[config.mk]
export PLATFORM = sky130hd
export DESIGN_NAME = nn_infer_ctrl
export DESIGN_NICKNAME = d
export VERILOG_FILES = /design/src/rtl/nn_pkg.sv /design/src/rtl/nn_argmax_serial.sv /design/src/rtl/nn_infer_ctrl.sv
export SDC_FILE = /design/constraint.sdc
export NUM_CORES = 1
export LEC_CHECK = 0
export CAP_MARGIN = 20
export CORE_MARGIN = 2
export CORE_UTILIZATION = 40
export CTS_CLUSTER_SIZE = 24
export DETAILED_ROUTE_END_ITERATION = 16
export HOLD_SLACK_MARGIN = 0.12
export PLACE_DENSITY = 0.59
export SETUP_SLACK_MARGIN = 0.2
export SYNTH_ARGS = -nofsm -noshare
export SYNTH_HDL_FRONTEND = slang
export SYNTH_SLANG_ARGS = --single-unit
[constraint.sdc]
create_clock -name clk -period 4 [get_ports clk]
set_clock_uncertainty 0.05 [all_clocks]
set_input_delay 0.4 -clock clk [delete_from_list [all_inputs] [get_ports clk]]
set_output_delay 0.4 -clock clk [all_outputs]
set_load 0.05 [all_outputs]
[src/rtl/nn_pkg.sv]
// Shared definitions for the two-layer inference sequencer.
// Holds default sizing, the score fixed-point format and the sequencer state encoding.
package nn_pkg;

  // Default sizing
  localparam int unsigned NUM_CLASSES    = 10;
  localparam int unsigned CLS_W          = 4;
  localparam int unsigned SCORE_W        = 32;
  localparam int unsigned TIMEOUT_CYCLES = 4096;
  localparam int unsigned CNT_W          = 13;

  // Scores are signed Q16.16 fixed point; argmax only needs the ordering, not the scale
  localparam int unsigned SCORE_FRAC_W = 16;
  localparam int unsigned SCORE_INT_W  = SCORE_W - SCORE_FRAC_W;
  localparam logic signed [SCORE_W-1:0] SCORE_ONE = SCORE_W'(1) << SCORE_FRAC_W;

  // Sequencer state encoding
  localparam logic [2:0] ENC_IDLE   = 3'd0;
  localparam logic [2:0] ENC_L1     = 3'd1;
  localparam logic [2:0] ENC_L2     = 3'd2;
  localparam logic [2:0] ENC_ARGMAX = 3'd3;
  localparam logic [2:0] ENC_DONE   = 3'd4;
  localparam logic [2:0] ENC_ERR    = 3'd5;

  typedef enum logic [2:0] {
    ST_IDLE   = ENC_IDLE,
    ST_L1     = ENC_L1,
    ST_L2     = ENC_L2,
    ST_ARGMAX = ENC_ARGMAX,
    ST_DONE   = ENC_DONE,
    ST_ERR    = ENC_ERR
  } state_t;

endpackage

[src/rtl/nn_argmax_serial.sv]
// Serial signed argmax: one (idx, score) pair per enabled cycle.
// Index 0 loads unconditionally; later indices replace the running max only
// when strictly greater, so ties keep the lowest index.
// Ports:
//   clk, reset      clock, async active-high reset
//   clr             synchronous clear of the running max
//   en              compare/update enable for this cycle
//   idx, score      candidate class index and its signed score
//   max_idx         index of the current maximum
//   max_val         current maximum score
module nn_argmax_serial
  import nn_pkg::*;
#(
  parameter int unsigned CLS_W   = nn_pkg::CLS_W,
  parameter int unsigned SCORE_W = nn_pkg::SCORE_W
) (
  input  logic                      clk,
  input  logic                      reset,
  input  logic                      clr,
  input  logic                      en,
  input  logic [CLS_W-1:0]          idx,
  input  logic signed [SCORE_W-1:0] score,
  output logic [CLS_W-1:0]          max_idx,
  output logic signed [SCORE_W-1:0] max_val
);

  logic take;

  // Strict-greater signed compare; first element seeds the max
  always_comb begin
    take = 1'b0;
    if (en) begin
      take = (idx == '0) || (score > max_val);
    end
  end

  always_ff @(posedge clk or posedge reset) begin
    if (reset) begin
      max_idx <= '0;
      max_val <= '0;
    end else if (clr) begin
      max_idx <= '0;
      max_val <= '0;
    end else if (take) begin
      max_idx <= idx;
      max_val <= score;
    end
  end

endmodule

[src/rtl/nn_infer_ctrl.sv]
// Sequencer for the two-layer matmul inference datapath.
// Accepts a run, releases the layer-1 then layer-2 matmul resets, waits for each
// finished pulse, scans the class scores for a signed argmax and reports the digit,
// a per-run cycle count and a watchdog timeout.
// Ports:
//   clk, reset                  clock, async active-high reset
//   start / ready               run request, accepted when start & ready (ready = IDLE)
//   mm1_rst, mm2_rst            registered resets to the layer-1 / layer-2 matmuls
//   mm1_finished, mm2_finished  layer done indications
//   score_addr / score_data     class score read port (data one cycle after address)
//   digit_out, digit_valid      argmax result, valid held until next accept
//   timeout_err                 sticky watchdog flag, cleared on next accept
//   cycle_count                 cycles from accept to DONE/ERR, saturating, held
module nn_infer_ctrl
  import nn_pkg::*;
#(
  parameter int unsigned NUM_CLASSES    = nn_pkg::NUM_CLASSES,
  parameter int unsigned CLS_W          = nn_pkg::CLS_W,
  parameter int unsigned SCORE_W        = nn_pkg::SCORE_W,
  parameter int unsigned TIMEOUT_CYCLES = nn_pkg::TIMEOUT_CYCLES,
  parameter int unsigned CNT_W          = nn_pkg::CNT_W
) (
  input  logic                      clk,
  input  logic                      reset,
  input  logic                      start,
  output logic                      ready,
  output logic                      mm1_rst,
  output logic                      mm2_rst,
  input  logic                      mm1_finished,
  input  logic                      mm2_finished,
  output logic [CLS_W-1:0]          score_addr,
  input  logic signed [SCORE_W-1:0] score_data,
  output logic [CLS_W-1:0]          digit_out,
  output logic                      digit_valid,
  output logic                      timeout_err,
  output logic [CNT_W-1:0]          cycle_count
);

  // One extra bit so the scan phase can reach NUM_CLASSES even when it is a power of two
  localparam int unsigned PH_W = CLS_W + 1;

  state_t            state, state_nxt;
  logic              mm1_rst_nxt, mm2_rst_nxt;
  logic [CLS_W-1:0]  score_addr_nxt, digit_out_nxt;
  logic              digit_valid_nxt, timeout_err_nxt;
  logic [CNT_W-1:0]  cycle_count_nxt;
  logic [PH_W-1:0]   scan_cnt, scan_cnt_nxt;
  logic              wd_hit;

  logic                      am_clr, am_en;
  logic [CLS_W-1:0]          am_idx;
  logic [CLS_W-1:0]          max_idx;
  logic signed [SCORE_W-1:0] max_val_unused;

  assign ready  = (state == ST_IDLE);
  assign wd_hit = (cycle_count == CNT_W'(TIMEOUT_CYCLES - 1));

  nn_argmax_serial #(
    .CLS_W   (CLS_W),
    .SCORE_W (SCORE_W)
  ) u_argmax (
    .clk     (clk),
    .reset   (reset),
    .clr     (am_clr),
    .en      (am_en),
    .idx     (am_idx),
    .score   (score_data),
    .max_idx (max_idx),
    .max_val (max_val_unused)
  );

  // Next-state and next-output logic
  always_comb begin
    state_nxt       = state;
    mm1_rst_nxt     = mm1_rst;
    mm2_rst_nxt     = mm2_rst;
    score_addr_nxt  = score_addr;
    digit_out_nxt   = digit_out;
    digit_valid_nxt = digit_valid;
    timeout_err_nxt = timeout_err;
    cycle_count_nxt = cycle_count;
    scan_cnt_nxt    = scan_cnt;
    am_clr          = 1'b0;
    am_en           = 1'b0;
    am_idx          = '0;

    // Watchdog / run-length counter runs while a run is in flight
    if ((state == ST_L1 || state == ST_L2 || state == ST_ARGMAX) &&
        (cycle_count != {CNT_W{1'b1}})) begin
      cycle_count_nxt = cycle_count + CNT_W'(1);
    end

    case (state)
      ST_IDLE: begin
        mm1_rst_nxt = 1'b1;
        mm2_rst_nxt = 1'b1;
        if (start) begin
          state_nxt       = ST_L1;
          mm1_rst_nxt     = 1'b0;
          digit_valid_nxt = 1'b0;
          timeout_err_nxt = 1'b0;
          cycle_count_nxt = '0;
          am_clr          = 1'b1;
        end
      end

      // Layer 1 running; mm2_finished here is stale and ignored
      ST_L1: begin
        mm2_rst_nxt = 1'b1;
        if (mm1_finished) begin
          state_nxt   = ST_L2;
          mm2_rst_nxt = 1'b0;
        end else if (wd_hit) begin
          state_nxt       = ST_ERR;
          mm1_rst_nxt     = 1'b1;
          mm2_rst_nxt     = 1'b1;
          timeout_err_nxt = 1'b1;
        end
      end

      // Layer 2 running; mm1 stays out of reset so its results remain readable
      ST_L2: begin
        if (mm2_finished) begin
          state_nxt      = ST_ARGMAX;
          score_addr_nxt = '0;
          scan_cnt_nxt   = '0;
        end else if (wd_hit) begin
          state_nxt       = ST_ERR;
          mm1_rst_nxt     = 1'b1;
          mm2_rst_nxt     = 1'b1;
          timeout_err_nxt = 1'b1;
        end
      end

      // Phase p issues address p (p < NUM_CLASSES) and compares the score of address p-1
      ST_ARGMAX: begin
        am_en  = (scan_cnt != '0);
        am_idx = CLS_W'(scan_cnt - PH_W'(1));
        if (scan_cnt == PH_W'(NUM_CLASSES)) begin
          state_nxt   = ST_DONE;
          mm1_rst_nxt = 1'b1;
          mm2_rst_nxt = 1'b1;
        end else begin
          scan_cnt_nxt = scan_cnt + PH_W'(1);
          if (scan_cnt < PH_W'(NUM_CLASSES - 1)) begin
            score_addr_nxt = score_addr + CLS_W'(1);
          end
        end
      end

      ST_DONE: begin
        digit_out_nxt   = max_idx;
        digit_valid_nxt = 1'b1;
        mm1_rst_nxt     = 1'b1;
        mm2_rst_nxt     = 1'b1;
        state_nxt       = ST_IDLE;
      end

      ST_ERR: begin
        mm1_rst_nxt = 1'b1;
        mm2_rst_nxt = 1'b1;
        state_nxt   = ST_IDLE;
      end

      default: begin
        state_nxt = ST_IDLE;
      end
    endcase
  end

  // State and output registers
  always_ff @(posedge clk or posedge reset) begin
    if (reset) begin
      state       <= ST_IDLE;
      mm1_rst     <= 1'b1;
      mm2_rst     <= 1'b1;
      score_addr  <= '0;
      digit_out   <= '0;
      digit_valid <= 1'b0;
      timeout_err <= 1'b0;
      cycle_count <= '0;
      scan_cnt    <= '0;
    end else begin
      state       <= state_nxt;
      mm1_rst     <= mm1_rst_nxt;
      mm2_rst     <= mm2_rst_nxt;
      score_addr  <= score_addr_nxt;
      digit_out   <= digit_out_nxt;
      digit_valid <= digit_valid_nxt;
      timeout_err <= timeout_err_nxt;
      cycle_count <= cycle_count_nxt;
      scan_cnt    <= scan_cnt_nxt;
    end
  end

endmodule

==> results.md <==
- PnR worst setup slack: 928 ps
- GRT Overall Usage: 0.193
- Post-Syn Nets: 566
- Hold Vio Cnt, Final: 0
- Die area: 12700 sq um
- Pwr dens: 793 nW/um^2
- Drt total wl: 11400 um
- First-pass GRT wire length: 19800 um
- Mean post-synth cell area: 9.65 sq um
- Worst-skew pair later-pin latency: 350 ps
- Register-to-Register Path Depth: 9
- Hold crit path type: input pin to async pin
- I/O pins: 63
- Nets@finish: 626
- Post-layout total power: 4.61 mW
- Critical path class: input pin to register
- Antenna-violating nets left: 0
- Net Sw Power: 2.02 mW
- Synth Flop Type: dfrtp_1
- Clk buf depth: 2
- Crit path DAT: 3230 ps
- Seq/Total Area, Yosys: 0.365
- Worst EP required: 4160 ps
- Detailed-route DRC error count: 0
- Via count: 3898
- Non-Filler Instances: 699
- Ant diodes: 0
- Worst r2r src: u_argmax.max_val[30]$_DFFE_PP0P_
- Port Buffers: 62
- Post-synth EDFFs: 0
- Flop pwr share: 0.272
- Post-cts sizing count: 0
- Drt first-iter violations: 221
- Layout area overhead: 22.7%
- Worst setup EP type: register
- TritonCTS Buffers: 9
- Setup bufs post-CTS: 0
- Post-DR wirelength/cell: 16.2 um
- Initial antenna violation count: 0
- Largest net degree at the start of global routing: 34
- Chip width: 113 um
- Leak: 2.60 nW
- Final-layout fill cell count: 1053
- CTS root buffer: clkbuf_16
- Mapped Cells: 491
- Final-report setup violation count: 0
- Reg-to-reg critical path endpoint: u_argmax.max_val[7]$_DFFE_PP0P_
- Initial Util: 0.413
- Setup TNS Final: 0 ps
- Status: completed
- Area of the multi-input gates: 2600 sq um
- CTS hold repair buffers: 0
- Die height: 113 um
- Post-synth ARST share: 1.00
- Max Slew Vio Count: 0
- Max transition margin: 0.461
- MaxCap Viol Count: 0
- Setup WS pre-CTS: 594 ps
- Pint: 2.59 mW
- Vias in the first global route: 4003
- Share of layout cells above drive strength 1: 0.122
- Crit-path max FO: 32
- Setup repair after global routing missed its margin: no
- Via-per-instance ratio: 5.58
- Hpwl dp: 7940 um
- Clock share of power: 0.178
- Clock Sinks: 69
- Yosys cell types: 65
- Congestion Overflow GR: 0
- Reg area: 1730 sq um
- Min Tclk post-route: 3070 ps
- Reg2Reg Setup Slack: 1090 ps
- Switch share: 0.438
- Clock-pin slew on the worst setup and hold paths: 60 ps
- Fmax: 326 MHz
- #FFs+latches synth: 69
- Startpoint Class: input pin
- TritonCTS clock tree: built
- Slew at the pin with the worst max-slew slack: 788 ps
- Peak VDD IR: 0.420 mV
- Comb power frac: 0.550
- Core Footprint: 11500 sq um
- Routability cong.: 0.796
- Synth warnings: 0
- Post-layout util: 0.507
- Placed cell count: 683
- Pre-antenna DRT Iters: 5
- Area of the mapped netlist: 4740 sq um
- Tcrit/Tclk final: 0.768
- Row cnt: 39
- CTS HTree Levels: 3
==> layer usage <==
| layer | GRT usage | wire [um] | up-vias |
|---|---|---|---|
| met5 | 0 | 0 | - |
| met4 | 0.0740 | 176 | 0 |
| met3 | 0.0471 | 558 | 10 |
| met2 | 0.309 | 5340 | 103 |
| met1 | 0.253 | 5280 | 1844 |
| li1 | - | - | 1941 |
==> cell type report <==
cell class / instances / area share
Clock buffer: 12 / 0.0441
Clock inverter: 4 / 0.00818
Inverter: 73 / 0.0471
Multi-Input combinational cell: 325 / 0.447
Sequential cell: 69 / 0.297
Tap cell: 143 / 0.0308
Timing Repair Buffer: 73 / 0.125
==> cell families after synthesis <==
group | share of synthesized area
compound gates | 0.245
xor+xnor | 0.0293
fa+ha+maj | 0.100
buf+inv | 0.0882
flops | 0.365
mux | 0.0248
simple gates | 0.148
==> layout by cell type (no fill, tap or decap), types with 6 or more instances in the layout <==
cell type	instances
inv_1	71
xor2_1	9
o221ai_1	12
o221ai_2	20
clkbuf_16	9
clkdlybuf4s50_1	62
nand2_1	21
nand4_1	20
nor3_1	14
a22oi_1	36
dfrtp_1	67
mux2_2	6
nor2_1	25
nand3_1	9
buf_4	9
ha_1	38
o21ai_0	8
and3_1	7
a21oi_1	20
==> cells in the mapped netlist (3+ instances only) <==
cell | count | share of area
o221ai_2 | 20 | 0.063
buf_6 | 3 | 0.0071
a22oi_1 | 36 | 0.057
nor3_1 | 14 | 0.015
and2_1 | 4 | 0.0053
mux2_2 | 6 | 0.014
or3_1 | 3 | 0.0040
clkbuf_1 | 8 | 0.0063
ha_1 | 38 | 0.10
inv_1 | 72 | 0.057
nand2b_1 | 4 | 0.0053
o221ai_1 | 12 | 0.022
dfrtp_1 | 67 | 0.35
and3_1 | 7 | 0.0092
mux2i_1 | 5 | 0.011
nand2_1 | 21 | 0.017
a21oi_1 | 20 | 0.021
o21ai_0 | 8 | 0.0084
nand4_1 | 20 | 0.026
o211ai_1 | 3 | 0.0048
xor2_1 | 9 | 0.017
a211oi_1 | 5 | 0.0079
nand3_1 | 9 | 0.0095
buf_2 | 7 | 0.0074
o31ai_1 | 4 | 0.0063
xnor2_1 | 5 | 0.0092
and4_1 | 3 | 0.0055
o21a_1 | 3 | 0.0048
nor2_1 | 25 | 0.020
buf_4 | 6 | 0.0095
==> registers in the layout (all words and copies together) (netlist names) <==
signal	count
cycle_count	13
digit_out	4
digit_valid	1
mm1_rst	1
mm2_rst	1
scan_cnt	5
score_addr	4
state	3
timeout_err	1
u_argmax.max_idx	4
u_argmax.max_val	32
==> worst max-delay path, cell delays in order <==
cell             delay, ps
clkdlybuf4s50_1        470
ha_1                   360
nand4_1                200
or4_1                  710
o21ai_4                400
nor3_2                 100
a21boi_4               180
buf_12                 240
o221ai_1               140
==> per-stage QoR <==
stage,hold WS [ps],instance area [sq um]
final,304,5810
after global routing,344,5810
after CTS,309,5810
after detailed placement,415,5510
after global placement,430,5510
after floorplan,429,4740
==> how the worst max path moves through the flow <==
| stage | startpoint | to | slack, ps | depth (start not counted) |
|---|---|---|---|---|
| 5_1_grt | score_data[30] | u_argmax.max_val[20]$_DFFE_PP0P_ | 770 | 9 |
| 3_5_place_dp | score_data[30] | u_argmax.max_val[8]$_DFFE_PP0P_ | 590 | 9 |
| 2_1_floorplan | score_data[30] | u_argmax.max_val[0]$_DFFE_PP0P_ | 1550 | 8 |
| 3_3_place_gp | score_data[30] | u_argmax.max_val[8]$_DFFE_PP0P_ | 670 | 9 |
| 6_report | score_data[30] | u_argmax.max_val[7]$_DFFE_PP0P_ | 930 | 9 |
| 4_1_cts | score_data[30] | u_argmax.max_val[20]$_DFFE_PP0P_ | 950 | 9 |
==> power groups by stage <==
stage	logic (mW)	clock network, mW	registers (mW)
after floorplan	1.81	0	1.39
after global placement	2.51	0	1.25
after detailed placement	2.55	0	1.26
after CTS	2.56	0.848	1.25
after global routing	2.83	0.872	1.30
final	2.54	0.821	1.25
Power figures use the tool's default switching activity.
